File: config.mk
export PLATFORM = sky130hd
export DESIGN_NAME = amp_config_sequencer
export DESIGN_NICKNAME = d
export VERILOG_FILES = /design/src/rtl/amp_cfg_pkg.sv /design/src/rtl/cfg_gap_timer.sv /design/src/rtl/amp_config_sequencer.sv
export SDC_FILE = /design/constraint.sdc
export NUM_CORES = 1
export LEC_CHECK = 0
export CORE_UTILIZATION = 50
export CTS_BUF_LIST = sky130_fd_sc_hd__clkbuf_4
export DETAILED_ROUTE_END_ITERATION = 10
export DONT_BUFFER_PORTS = 1
export HOLD_SLACK_MARGIN = 0.15
export SETUP_SLACK_MARGIN = 0.05
export SLEW_MARGIN = 5
export SYNTH_ARGS = -nofsm -noshare
export SYNTH_HDL_FRONTEND = slang
export SYNTH_SLANG_ARGS = --single-unit
export TNS_END_PERCENT = 30
File: constraint.sdc
create_clock -name clk_in -period 7.66 [get_ports clk_in]
set_input_delay 1.915 -clock clk_in [delete_from_list [all_inputs] [get_ports clk_in]]
set_output_delay 1.915 -clock clk_in [all_outputs]
set_load 0.01 [all_outputs]
File: src/rtl/amp_cfg_pkg.sv
// Shared definitions for the amplifier configuration sequencer:
// FSM state encoding, default bus widths, table index width and
// the sizing helper for the shared down-counter.
package amp_cfg_pkg;

    localparam int unsigned ADDR_W_DEF = 7;
    localparam int unsigned DATA_W_DEF = 8;
    localparam int unsigned IDX_W      = 4;
    localparam int unsigned RETRY_W    = 3;

    typedef enum logic [2:0] {
        ST_IDLE  = 3'd0,
        ST_FETCH = 3'd1,
        ST_ISSUE = 3'd2,
        ST_GAP   = 3'd3,
        ST_DONE  = 3'd4,
        ST_ERROR = 3'd5
    } cfg_state_e;

    // Width of the shared counter: large enough for the longest reload value.
    function automatic int unsigned timer_width(input int unsigned gap_cycles,
                                                input int unsigned timeout_cycles);
        int unsigned max_v;
        max_v = (gap_cycles > timeout_cycles) ? gap_cycles : timeout_cycles;
        if (max_v < 32'd2) begin
            max_v = 32'd2;
        end else begin
            max_v = max_v;
        end
        return $clog2(max_v + 32'd1);
    endfunction

endpackage

File: src/rtl/cfg_gap_timer.sv
// Loadable down-counter with a zero flag. The sequencer reloads it on
// every state entry that needs a wait: the two-cycle FETCH settle, the
// inter-transaction GAP and, when enabled, the ISSUE response timeout.
// The counter stops at zero until the next load.
module cfg_gap_timer #(
    parameter int unsigned CNT_W = 5
) (
    input  logic             clk_in,
    input  logic             resetb,
    input  logic             load_in,
    input  logic [CNT_W-1:0] load_value_in,
    output logic             zero_out
);

    logic [CNT_W-1:0] count_r;

    // Reload on request, otherwise count down and hold at zero.
    always_ff @(posedge clk_in or negedge resetb) begin
        if (!resetb) begin
            count_r <= {CNT_W{1'b0}};
        end else if (load_in) begin
            count_r <= load_value_in;
        end else if (count_r != {CNT_W{1'b0}}) begin
            count_r <= count_r - CNT_W'(1);
        end else begin
            count_r <= count_r;
        end
    end

    assign zero_out = (count_r == {CNT_W{1'b0}});

endmodule

File: src/rtl/amp_config_sequencer.sv
// Amplifier configuration sequencer. On a rising edge of send_config_in it
// walks the external register table (index out, address/data back one cycle
// later) and writes each entry over the serial control bus through a
// req/ack/nack handshake, retrying nacked entries after a gap.
// Optional build macro: AMP_CFG_TIMEOUT_EN -- a missing bus response in ISSUE
// is treated as a nack after TIMEOUT_CYCLES cycles. Without it ISSUE waits
// indefinitely for the bus master.
module amp_config_sequencer
    import amp_cfg_pkg::*;
#(
    parameter int unsigned NUM_REGS       = 8,
    parameter int unsigned ADDR_W         = ADDR_W_DEF,
    parameter int unsigned DATA_W         = DATA_W_DEF,
    parameter int unsigned MAX_RETRY      = 3,
    parameter int unsigned GAP_CYCLES     = 16,
    parameter int unsigned TIMEOUT_CYCLES = 1024
) (
    input  logic              clk_in,
    input  logic              resetb,
    input  logic              send_config_in,
    output logic [IDX_W-1:0]  cfg_index_out,
    input  logic [ADDR_W-1:0] cfg_addr_in,
    input  logic [DATA_W-1:0] cfg_data_in,
    output logic              bus_req_out,
    output logic [ADDR_W-1:0] bus_addr_out,
    output logic [DATA_W-1:0] bus_data_out,
    input  logic              bus_ack_in,
    input  logic              bus_nack_in,
    output logic              busy_out,
    output logic              done_out,
    output logic              error_out
);

    localparam int unsigned CNT_W = timer_width(GAP_CYCLES, TIMEOUT_CYCLES);

    localparam logic [IDX_W-1:0]   LAST_IDX    = IDX_W'(NUM_REGS - 32'd1);
    localparam logic [RETRY_W-1:0] RETRY_LIMIT = RETRY_W'(MAX_RETRY);
    // FETCH lasts two cycles: index settle plus one cycle of table latency.
    localparam logic [CNT_W-1:0]   FETCH_LOAD  = CNT_W'(1);
    localparam logic [CNT_W-1:0]   GAP_LOAD    = CNT_W'(GAP_CYCLES - 32'd1);
`ifdef AMP_CFG_TIMEOUT_EN
    localparam logic [CNT_W-1:0]   ISSUE_LOAD  = CNT_W'(TIMEOUT_CYCLES - 32'd1);
`else
    localparam logic [CNT_W-1:0]   ISSUE_LOAD  = {CNT_W{1'b0}};
`endif

    cfg_state_e         state_r;
    logic               send_prev_r;
    logic [IDX_W-1:0]   idx_r;
    logic [RETRY_W-1:0] retry_r;
    logic               idx_adv_r;
    logic               abort_r;
    logic               bus_req_r;
    logic               busy_r;
    logic               done_r;
    logic               error_r;
    logic [IDX_W-1:0]   cfg_index_r;
    logic [ADDR_W-1:0]  bus_addr_r;
    logic [DATA_W-1:0]  bus_data_r;

    logic               rise_s;
    logic               timeout_s;
    logic               nack_eff_s;
    logic               resp_s;
    logic [RETRY_W-1:0] retry_inc_s;
    logic               tmr_load_s;
    logic [CNT_W-1:0]   tmr_value_s;
    logic               tmr_zero_s;

    assign rise_s = send_config_in & ~send_prev_r;

`ifdef AMP_CFG_TIMEOUT_EN
    assign timeout_s = (state_r == ST_ISSUE) && tmr_zero_s;
`else
    assign timeout_s = 1'b0;
`endif

    // Simultaneous ack+nack counts as a nack; a timeout only if no ack arrived.
    assign nack_eff_s  = bus_nack_in | (timeout_s & ~bus_ack_in);
    assign resp_s      = (state_r == ST_ISSUE) && (bus_ack_in || bus_nack_in || timeout_s);
    assign retry_inc_s = retry_r + RETRY_W'(1);

    // Edge detector for the level request from the amp state controller.
    always_ff @(posedge clk_in or negedge resetb) begin
        if (!resetb) begin
            send_prev_r <= 1'b0;
        end else begin
            send_prev_r <= send_config_in;
        end
    end

    // Counter reload on each transition into a timed state.
    always_comb begin
        tmr_load_s  = 1'b0;
        tmr_value_s = {CNT_W{1'b0}};
        case (state_r)
            ST_IDLE, ST_DONE, ST_ERROR: begin
                if (rise_s) begin
                    tmr_load_s  = 1'b1;
                    tmr_value_s = FETCH_LOAD;
                end else begin
                    tmr_load_s  = 1'b0;
                end
            end
            ST_FETCH: begin
                if (send_config_in && tmr_zero_s) begin
                    tmr_load_s  = 1'b1;
                    tmr_value_s = ISSUE_LOAD;
                end else begin
                    tmr_load_s  = 1'b0;
                end
            end
            ST_ISSUE: begin
                if (resp_s) begin
                    tmr_load_s  = 1'b1;
                    tmr_value_s = GAP_LOAD;
                end else begin
                    tmr_load_s  = 1'b0;
                end
            end
            ST_GAP: begin
                if (send_config_in && tmr_zero_s) begin
                    tmr_load_s  = 1'b1;
                    tmr_value_s = idx_adv_r ? FETCH_LOAD : ISSUE_LOAD;
                end else begin
                    tmr_load_s  = 1'b0;
                end
            end
            default: begin
                tmr_load_s  = 1'b0;
                tmr_value_s = {CNT_W{1'b0}};
            end
        endcase
    end

    cfg_gap_timer #(
        .CNT_W (CNT_W)
    ) u_timer (
        .clk_in        (clk_in),
        .resetb        (resetb),
        .load_in       (tmr_load_s),
        .load_value_in (tmr_value_s),
        .zero_out      (tmr_zero_s)
    );

    // Sequencer FSM with all outputs registered alongside the state.
    always_ff @(posedge clk_in or negedge resetb) begin
        if (!resetb) begin
            state_r     <= ST_IDLE;
            idx_r       <= {IDX_W{1'b0}};
            retry_r     <= {RETRY_W{1'b0}};
            idx_adv_r   <= 1'b0;
            abort_r     <= 1'b0;
            bus_req_r   <= 1'b0;
            busy_r      <= 1'b0;
            done_r      <= 1'b0;
            error_r     <= 1'b0;
            cfg_index_r <= {IDX_W{1'b0}};
            bus_addr_r  <= {ADDR_W{1'b0}};
            bus_data_r  <= {DATA_W{1'b0}};
        end else begin
            case (state_r)
                ST_IDLE, ST_DONE, ST_ERROR: begin
                    if (rise_s) begin
                        state_r     <= ST_FETCH;
                        idx_r       <= {IDX_W{1'b0}};
                        retry_r     <= {RETRY_W{1'b0}};
                        idx_adv_r   <= 1'b0;
                        cfg_index_r <= {IDX_W{1'b0}};
                        busy_r      <= 1'b1;
                        done_r      <= 1'b0;
                        error_r     <= 1'b0;
                    end else if ((state_r == ST_DONE) && !send_config_in) begin
                        state_r <= ST_IDLE;
                        done_r  <= 1'b0;
                    end
                end
                ST_FETCH: begin
                    if (!send_config_in) begin
                        state_r <= ST_IDLE;
                        busy_r  <= 1'b0;
                        retry_r <= {RETRY_W{1'b0}};
                    end else if (tmr_zero_s) begin
                        bus_addr_r <= cfg_addr_in;
                        bus_data_r <= cfg_data_in;
                        bus_req_r  <= 1'b1;
                        abort_r    <= 1'b0;
                        state_r    <= ST_ISSUE;
                    end
                end
                ST_ISSUE: begin
                    // Remember a drop of the request; the open transaction still completes.
                    if (!send_config_in) begin
                        abort_r <= 1'b1;
                    end
                    if (resp_s) begin
                        bus_req_r <= 1'b0;
                        if (abort_r || !send_config_in) begin
                            state_r <= ST_IDLE;
                            busy_r  <= 1'b0;
                            retry_r <= {RETRY_W{1'b0}};
                            abort_r <= 1'b0;
                        end else if (nack_eff_s) begin
                            retry_r <= retry_inc_s;
                            if (retry_inc_s == RETRY_LIMIT) begin
                                state_r <= ST_ERROR;
                                error_r <= 1'b1;
                                busy_r  <= 1'b0;
                            end else begin
                                idx_adv_r <= 1'b0;
                                state_r   <= ST_GAP;
                            end
                        end else begin
                            retry_r <= {RETRY_W{1'b0}};
                            if (idx_r == LAST_IDX) begin
                                state_r <= ST_DONE;
                                done_r  <= 1'b1;
                                busy_r  <= 1'b0;
                            end else begin
                                idx_r     <= idx_r + IDX_W'(1);
                                idx_adv_r <= 1'b1;
                                state_r   <= ST_GAP;
                            end
                        end
                    end
                end
                ST_GAP: begin
                    if (!send_config_in) begin
                        state_r <= ST_IDLE;
                        busy_r  <= 1'b0;
                        retry_r <= {RETRY_W{1'b0}};
                    end else if (tmr_zero_s) begin
                        if (idx_adv_r) begin
                            // New entry: refetch from the table.
                            cfg_index_r <= idx_r;
                            state_r     <= ST_FETCH;
                        end else begin
                            // Retry: re-issue the latched pair without refetch.
                            bus_req_r <= 1'b1;
                            abort_r   <= 1'b0;
                            state_r   <= ST_ISSUE;
                        end
                    end
                end
                default: begin
                    state_r   <= ST_IDLE;
                    bus_req_r <= 1'b0;
                    busy_r    <= 1'b0;
                    done_r    <= 1'b0;
                    error_r   <= 1'b0;
                end
            endcase
        end
    end

    assign cfg_index_out = cfg_index_r;
    assign bus_req_out   = bus_req_r;
    assign bus_addr_out  = bus_addr_r;
    assign bus_data_out  = bus_data_r;
    assign busy_out      = busy_r;
    assign done_out      = done_r;
    assign error_out     = error_r;

endmodule

# == After elaboration in Yosys (flattened, before gate mapping) ==
# Cells that the tools add are included.
# totals
out_inout_bits,23
reg_bits,47
in_bits,20
# classes
eq_ne,29
n_bitwise,4
n_reduce_logical,27
n_mux,83
add_sub_neg,3
# ops
operator,n
$mux W3,16
$mux W1,43
$mux W4,9
$pmux W11 S3,1
$reduce_and A6 Y1,5
$ne A2 B2 Y1 const B,13
$mux W11,2
$pmux W4 S2,2
$ne A3 B3 Y1 const B,5
$pmux W1 S3,5
$pmux W3 S4,1
$logic_not A11 Y1,1
$reduce_bool A11 Y1,1
$sub A11 B1 Y11 const B,1
$reduce_and A5 Y1,2
$eq A3 B2 Y1 const B,3
$pmux W3 S3,1
$ne A4 B2 Y1 const B,2
$reduce_and A4 Y1,2
$reduce_and A7 Y1,1
$eq A3 B3 Y1 const B,2
$reduce_bool A2 Y1,3
$reduce_bool A3 Y1,2
$add A4 B1 Y4 const B,1
16 further kinds,22

# == Longest topological paths before layout ==
# Gate-level depths: netlist (run 1).
# depth
word_depth,7
depth_mapped,8
ltp_nobuf,6

# == Hierarchy ==
# Synthesis (run 1) repeated with hierarchy kept, for this count alone.
# hier_totals
cells_unflattened,229
hier_area_um2,2433.6
# by_module_without_submodules
mod,cells_each,instances,area_each_um2
amp_config_sequencer,161,1,1759.2
cfg_gap_timer,68,1,674.4

# == Worst setup path before layout (run 1) ==
# Ideal clock, no wire load.
# synth_path
kind,in2reg
from,input bus_ack_in
to,register state_r[0]
arrival_time_ps,3239
setup_ps,125
n_path_buf,0
required_time_ps,7535
path_slack_ps,4296
path_stages,4
path_cell_list,o21a_1 a2111oi_0 a21oi_1 mux2_2
# synth_via
elab_chain_len,4
# synth_rtl
element,line,rtl
start: declaration,amp_config_sequencer.sv:27,"input logic bus_ack_in,"
$logic_or A1 B1 Y1,amp_config_sequencer.sv:80,assign resp_s = (state_r == ST_ISSUE) && (bus_ack_in || bus_nack_in || timeout_s);
$logic_and A1 B1 Y1,amp_config_sequencer.sv:80,
$ne A2 B2 Y1 (no line),n/a,
$reduce_and A4 Y1 (no line),n/a,
end signal: assignment,amp_config_sequencer.sv:149,state_r <= ST_IDLE;
end signal: assignment,amp_config_sequencer.sv:165,state_r <= ST_FETCH;
end signal: assignment,amp_config_sequencer.sv:174,state_r <= ST_IDLE;
end: declaration,amp_config_sequencer.sv:47,cfg_state_e state_r;
# No other way between the ends.
# A chain may end at the register's enable or synchronous reset.

# == Worst setup path after layout (run 1) ==
# Same ends and word-level chain as after synthesis.

==> flow_metrics.env, run 1 <==
export IMPL_synthFlopType="dfrtp_1"
export IMPL_cts_setup_buffers=0
export IMPL_synthTopCellsByArea="dfrtp_1 48%, mux2_4 6.1%, mux2_2 5.5%"
export IMPL_worstSetupEndpointType="flop"
export IMPL_synth_seq_area_share=0.4784
export IMPL_power_frac_comb=0.311
export IMPL_maxCapViolations=0
export IMPL_syn_area_mm2=0.002459
export IMPL_vias=1787
export IMPL_hold_ws_ns=0.5338
export IMPL_die_area_mm2=0.005201
export IMPL_status="completed"
export IMPL_synth_nets=251
export IMPL_finalCritPeriodShare=0.4249
export IMPL_vias_per_cell=6.162
export IMPL_die_h_um=72.12
export IMPL_clockBufferDepth=2
export IMPL_synthCells=227
export IMPL_clkSinkCount=47
export IMPL_hp_class="flop to flop"
export IMPL_fillers=424
export IMPL_gr_total_overflow=0
export IMPL_p_per_area_mw_per_mm2=314.5
export IMPL_p_sw_uw=308.1
export IMPL_drt_first_pass_iters=4
export IMPL_numCtsBuffers=5
export IMPL_clk_pin_slew_ns=0.15
export IMPL_internal_power_uw=496.3
export IMPL_grt_pass1_vias=1772
export IMPL_layout_min_cycle_time_ns=3.255
export IMPL_clock_latency_ns=0.37
export IMPL_worstPathRequired_ns=7.94
export IMPL_syn_area_per_cell_um2=10.83
export IMPL_drcViolationCount=0
export IMPL_initial_core_util=0.5205
export IMPL_coreArea_mm2=0.004723
export IMPL_layout_setup_ws_ns=4.405
export IMPL_place_inst=282
export IMPL_fp_dieW_um=72.12
export IMPL_synth_edf_count=0
export IMPL_synth_distinct_cells=54
export IMPL_register_area_mm2=0.001176
export IMPL_cts_resized_gates=0
export IMPL_wl_per_cell_um=18.12
export IMPL_row_count=25
export IMPL_final_antenna_net_count=0
export IMPL_ir_drop_mv=0.1333
export IMPL_cts_tree="built"
export IMPL_layout_cells_non_filler=290
export IMPL_power_leakage_uw=0.001180
export IMPL_num_antenna_cells=0
export IMPL_ys_warn_count=0
export IMPL_crit_path_max_fanout=7
export IMPL_gp_congestion=0.8950
export IMPL_critPathLaunchType="primary input"
export IMPL_slew_violations=0
export IMPL_yosysTopAreaCellShare=0.4784
export IMPL_clock_fmax_mhz=307.3
export IMPL_place_ws_ns=4.051
export IMPL_area_delta_synth_final_pct=4.020
export IMPL_io_pins=43
export IMPL_clkPwrFrac=0.198
export IMPL_first_iter_violations=93
export IMPL_p_sw_frac=0.3830
export IMPL_slew_headroom=0.2749
export IMPL_setup_viol=0
export IMPL_clockRootBuffer="clkbuf_4"
export IMPL_worstMarginPinSlew_ns=1.060
export IMPL_synthArstFlopShare=1.000
export IMPL_grt_usage=0.2156
export IMPL_path_class="primary input to flop"
export IMPL_numPortBuffers=0
export IMPL_holdBufCountCts=0
export IMPL_clock_skew_ns=0.01007
export IMPL_antenna_found_initial=0
export IMPL_seqPwrFrac=0.491
export IMPL_grt_max_degree=48
export IMPL_grt_pass1_wl_um=8638
export IMPL_finalHoldViolations=0
export IMPL_layout_nets=246
export IMPL_multi_input_area_mm2=0.001190
export IMPL_dp_hpwl_um=3766
export IMPL_routed_wl_um=5254
export IMPL_critPathArrivalTime_ns=3.53
export IMPL_cts_htree_levels=2
export IMPL_final_layout_size_suffix_gt1_frac=0.1480
export IMPL_synth_top_cell_by_area="dfrtp_1"
export IMPL_rsz0062_at_grt="no"
export IMPL_utilization=0.5415
export IMPL_synth_seq_cells=47
export IMPL_setup_tns_ns=0
[power by group through the flow]
stage                     sequential [uW]  clock (uW)  combinational [uW]
after CTS                             394         161                 250
after floorplan                       366           0                 226
after detailed placement              400           0                 248
after global routing                  405         172                 281
after global placement                395           0                 241
final                                 395         159                 250
[path summary, 6_finish.rpt]
check / start / end / slack [ns] / cells past startpoint
setup / recovery: bus_ack_in / state_r[0] / 4.41 / 4
hold reg to reg: retry_r[2] / retry_r[2] / 0.53 / 1
max in group asynchronous: resetb / u_timer.count_r[5] / 6.35 / 0
hold / removal: retry_r[2] / retry_r[2] / 0.53 / 1
min in group asynchronous: resetb / busy_out / 1.21 / 0
setup reg to reg: u_timer.count_r[0] / bus_data_out[5] / 4.83 / 6
[logic make-up (layout without fill, tap and decap cells)]
| kind of cell | after synthesis | in the layout | synth area share |
|---|---|---|---|
| AND/OR/NAND/NOR | 73 | 73 | 0.1613 |
| multiplexers | 24 | 24 | 0.1242 |
| adder cells (fa/ha/maj) | 4 | 4 | 0.02036 |
| XOR/XNOR | 6 | 6 | 0.02138 |
| AO/OA/AOI/OAI | 55 | 55 | 0.1568 |
| buffers and inverters | 18 | 14 | 0.03766 |
| flip-flops | 47 | 47 | 0.4784 |
[stage by stage]
step           total power, uW  instance area (um^2)
5_1_grt                  858.4                  2557
6_report                 804.4                  2557
3_5_place_dp             647.8                  2472
2_1_floorplan            591.7                  2459
3_3_place_gp             636.4                  2472
4_1_cts                  805.7                  2557
[area by class of cell]
| type | instances | share of cell area |
|---|---|---|
| Sequential cell | 47 | 0.4599 |
| Tap cell | 67 | 0.03278 |
| Clock buffer | 5 | 0.01468 |
| Inverter | 6 | 0.008806 |
| Multi-Input combinational cell | 162 | 0.4653 |
| Clock inverter | 3 | 0.01859 |
[cell usage in the layout, fill, tap and decap left out, types with 4 or more instances in the layout]
cell	instances
o2bb2ai_1	5
a21oi_1	9
mux2_4	10
nor3_1	6
dfrtp_1	47
o21ai_0	12
mux2_2	12
nand3_1	5
nor2_1	20
and3_1	6
ha_1	4
nand2_1	11
clkbuf_4	5
inv_1	6
o211ai_1	4
[sequential cells by signal (all words and copies together) (netlist names), 3 cells and up]
register / cells
u_timer.count_r: 11
bus_data_out: 8
bus_addr_out: 7
cfg_index_out: 4
idx_r: 4
retry_r: 3
state_r: 3
[worst max-delay path: stages]
cell and delay (ns):
o21a_1 0.19, a2111oi_0 0.91, a21oi_1 0.18, mux2_2 0.34
[per-layer routing]
layer | routed length (um) | GRT usage | part of all wire
met3 | 184 | 0.05417 | 0.035
met4 | 97 | 0.08279 | 0.018
met1 | 2281 | 0.2608 | 0.43
met2 | 2690 | 0.3697 | 0.51
met5 | 0 | 0 | 0
[Yosys cell counts (2+ instances only)]
library cell and instances:
or3_1 3, and3_1 6, a311o_1 2, o311ai_0 3, nand2b_1 2, nor3_1 6, clkbuf_1 8, or4_1 3
and2_1 2, nor3b_1 3, xnor2_1 3, xor2_1 3, ha_1 4, dfrtp_1 47, o211ai_1 4, o21a_1 2
nor2_1 20, mux2_4 10, nand2_1 11, a31oi_1 3, o32a_1 2, nor2b_1 2, o21ai_0 12, nand3_1 5
mux2i_1 2, a21oi_1 9, a2111oi_0 2, nor4bb_1 2, mux2_2 12, inv_1 6, o2bb2ai_1 5
Power figures use the tool's default switching activity.
==> run 2: changes to the inputs <==
Settings changed: ABC_AREA set to 1.
Clock period 7.66 ns to 3.2 ns, I/O delays scaled along.
==> run 2 against run 1 <==
Critical path depth up 5. Combinational power increased to 3.2 times the previous value. Wire length down 9.6%. Clock power up 78%. Via count rose by 2.4%. Global-route usage decreased by 2.0 points. Largest power group unchanged.
==> flow_metrics.env, run 2 <==
export IMPL_dp_hpwl_um=3429
export IMPL_largest_reg_flops=11
export IMPL_drt_first_pass_iters=4
export IMPL_synthTopCellsByArea="dfrtp_1 47%, nand2_1 12%, o21ai_2 5.6%"
export IMPL_coreArea_mm2=0.004786
export IMPL_synthCells=293
export IMPL_crit_start="u_timer.count_r[0]"
export IMPL_first_iter_violations=98
export IMPL_vias=1829
export IMPL_synthFlopType="dfrtp_1"
export IMPL_ys_top_cells_by_count="78 x nand2_1, 47 x dfrtp_1, 33 x inv_1"
export IMPL_worstPathRequired_ns=3.44
export IMPL_drcViolationCount=0
export IMPL_max_flop_register="u_timer.count_r"
export IMPL_fin_area_mm2=0.002649
export IMPL_worstMarginPinSlew_ns=0.4404
export IMPL_r2r_start="u_timer.count_r[0]"
export IMPL_finalCritPeriodShare=0.6311
export IMPL_numPortBuffers=0
export IMPL_row_count=25
export IMPL_layout_min_cycle_time_ns=2.019
export IMPL_synth_seq_cells=47
export IMPL_gp_congestion=0.8358
export IMPL_yosysTopAreaCellShare=0.4670
export IMPL_critPathArrivalTime_ns=2.26
export IMPL_grt_max_degree=48
export IMPL_synthArstFlopShare=1.000
export IMPL_clk_pin_slew_ns=0.14
export IMPL_grt_pass1_wl_um=7955
export IMPL_power_leakage_uw=0.001309
export IMPL_finalPower_uw=1960
export IMPL_syn_area_mm2=0.002519
export IMPL_area_delta_synth_final_pct=5.166
export IMPL_clkSinkCount=47
export IMPL_numCtsBuffers=5
export IMPL_synth_nets=317
export IMPL_clock_latency_ns=0.37
export IMPL_fp_dieW_um=72.98
export IMPL_die_h_um=72.98
export IMPL_clockRootBuffer="clkbuf_4"
export IMPL_p_per_area_mw_per_mm2=739.8
export IMPL_wl_per_cell_um=13.01
export IMPL_clock_skew_ns=0.01660
export IMPL_synth_seq_area_share=0.4670
export IMPL_clock_fmax_mhz=495.2
export IMPL_synth_most_common_cell="nand2_1"
export IMPL_setup_viol=0
export IMPL_initial_core_util=0.5263
export IMPL_synth_distinct_cells=33
export IMPL_final_common_cell="nand2_1"
export IMPL_num_antenna_cells=0
export IMPL_io_pins=43
export IMPL_slew_violations=0
export IMPL_final_layout_size_suffix_gt1_frac=0.1779
export IMPL_path_class="flop to flop"
export IMPL_register_area_mm2=0.001176
export IMPL_synth_edf_count=0
export IMPL_cts_htree_levels=2
export IMPL_status="completed"
export IMPL_syn_area_per_cell_um2=8.596
export IMPL_hp_class="primary input to asynchronous set/reset pin"
export IMPL_cts_setup_buffers=0
export IMPL_antenna_found_initial=0
export IMPL_slew_headroom=0.7064
export IMPL_ys_warn_count=0
export IMPL_setup_tns_ns=0
export IMPL_clockBufferDepth=2
export IMPL_placed_area_mm2=0.002564
export IMPL_grt_usage=0.1958
export IMPL_multi_input_area_mm2=0.001160
export IMPL_ir_drop_mv=0.3069
export IMPL_critPathLaunchType="flop"
export IMPL_cts_resized_gates=0
export IMPL_worstSetupEndpointType="flop"
export IMPL_final_antenna_net_count=0
export IMPL_maxCapViolations=0
export IMPL_layout_nets=321
export IMPL_crit_path_max_fanout=30
export IMPL_gr_total_overflow=0
export IMPL_vias_per_cell=5.011
export IMPL_die_area_mm2=0.005325
export IMPL_routed_wl_um=4749
export IMPL_grt_pass1_vias=1745
export IMPL_layout_common_cells="78 x nand2_1, 47 x dfrtp_1, 33 x inv_1, 20 x nor2_1, 18 x nand3_1"
export IMPL_holdBufCountCts=1
export IMPL_finalHoldViolations=0
export IMPL_cts_tree="built"
export IMPL_synth_top_cell_by_area="dfrtp_1"
export IMPL_fillers=457
export IMPL_rsz0062_at_grt="no"
run 2: kinds of logic after synthesis:
| kind of cell | share of synthesized area |
|---|---|
| AO/OA/AOI/OAI | 0.1038 |
| XOR/XNOR | 0.03477 |
| adder cells (fa/ha/maj) | 0.01987 |
| buffers and inverters | 0.07253 |
| flip-flops | 0.4670 |
| multiplexers | 0.003974 |
| AND/OR/NAND/NOR | 0.2981 |
run 2: metrics by stage:
stage                       util  hold WS (ns)  setup WS [ns]  cells
after detailed placement  0.5357        0.4668          1.195    356
after CTS                 0.5535        0.2522          1.164    365
final                     0.5535        0.2632          1.181    365
after global placement    0.5357        0.4650          1.284    356
after global routing      0.5535        0.2470          1.017    365
after floorplan                -        0.4424          1.553    293
run 2: where the power goes:
| part | internal (uW) | switching [uW] | total (uW) |
|---|---|---|---|
| clock | 93.5 | 189 | 283 |
| sequential | 731 | 158 | 889 |
| combinational | 281 | 507 | 788 |
| total | 1110 | 854 | 1960 |
run 2: layout make-up:
class | count | area share
Multi-Input combinational cell | 205 | 0.4379
Tap cell | 67 | 0.03165
Clock inverter | 2 | 0.004724
Clock buffer | 6 | 0.01701
Timing Repair Buffer | 1 | 0.01039
Sequential cell | 47 | 0.4440
Inverter | 37 | 0.05432
run 2: worst paths after layout:
path / endpoint / slack, ns / cells after the start
max: bus_data_out[3] / 1.18 / 9
max in group asynchronous: u_timer.count_r[8] / 2.73 / 1
min in group clk_in: send_prev_r / 0.45 / 0
max reg2reg: bus_data_out[3] / 1.18 / 9
min: bus_data_out[0] / 0.26 / 1
min reg2reg: abort_r / 0.50 / 2
run 2: critical path, cell delays in order (launching register included):
cell      delay (ns)
dfrtp_1         0.41
inv_1           0.14
ha_1            0.29
nand2_4         0.11
nor2_8          0.15
nand2_4         0.10
clkinv_4        0.11
nand3_4         0.33
nand2_1         0.19
o21ai_2         0.07
run 2: metal layers:
layer | global-route usage | vias up | routed length (um)
met1 | 0.2622 | 834 | 2239
met4 | 0.07407 | 0 | 72
met5 | 0 | - | 0
met2 | 0.3032 | 47 | 2189
li1 | - | 941 | -
met3 | 0.05387 | 7 | 247
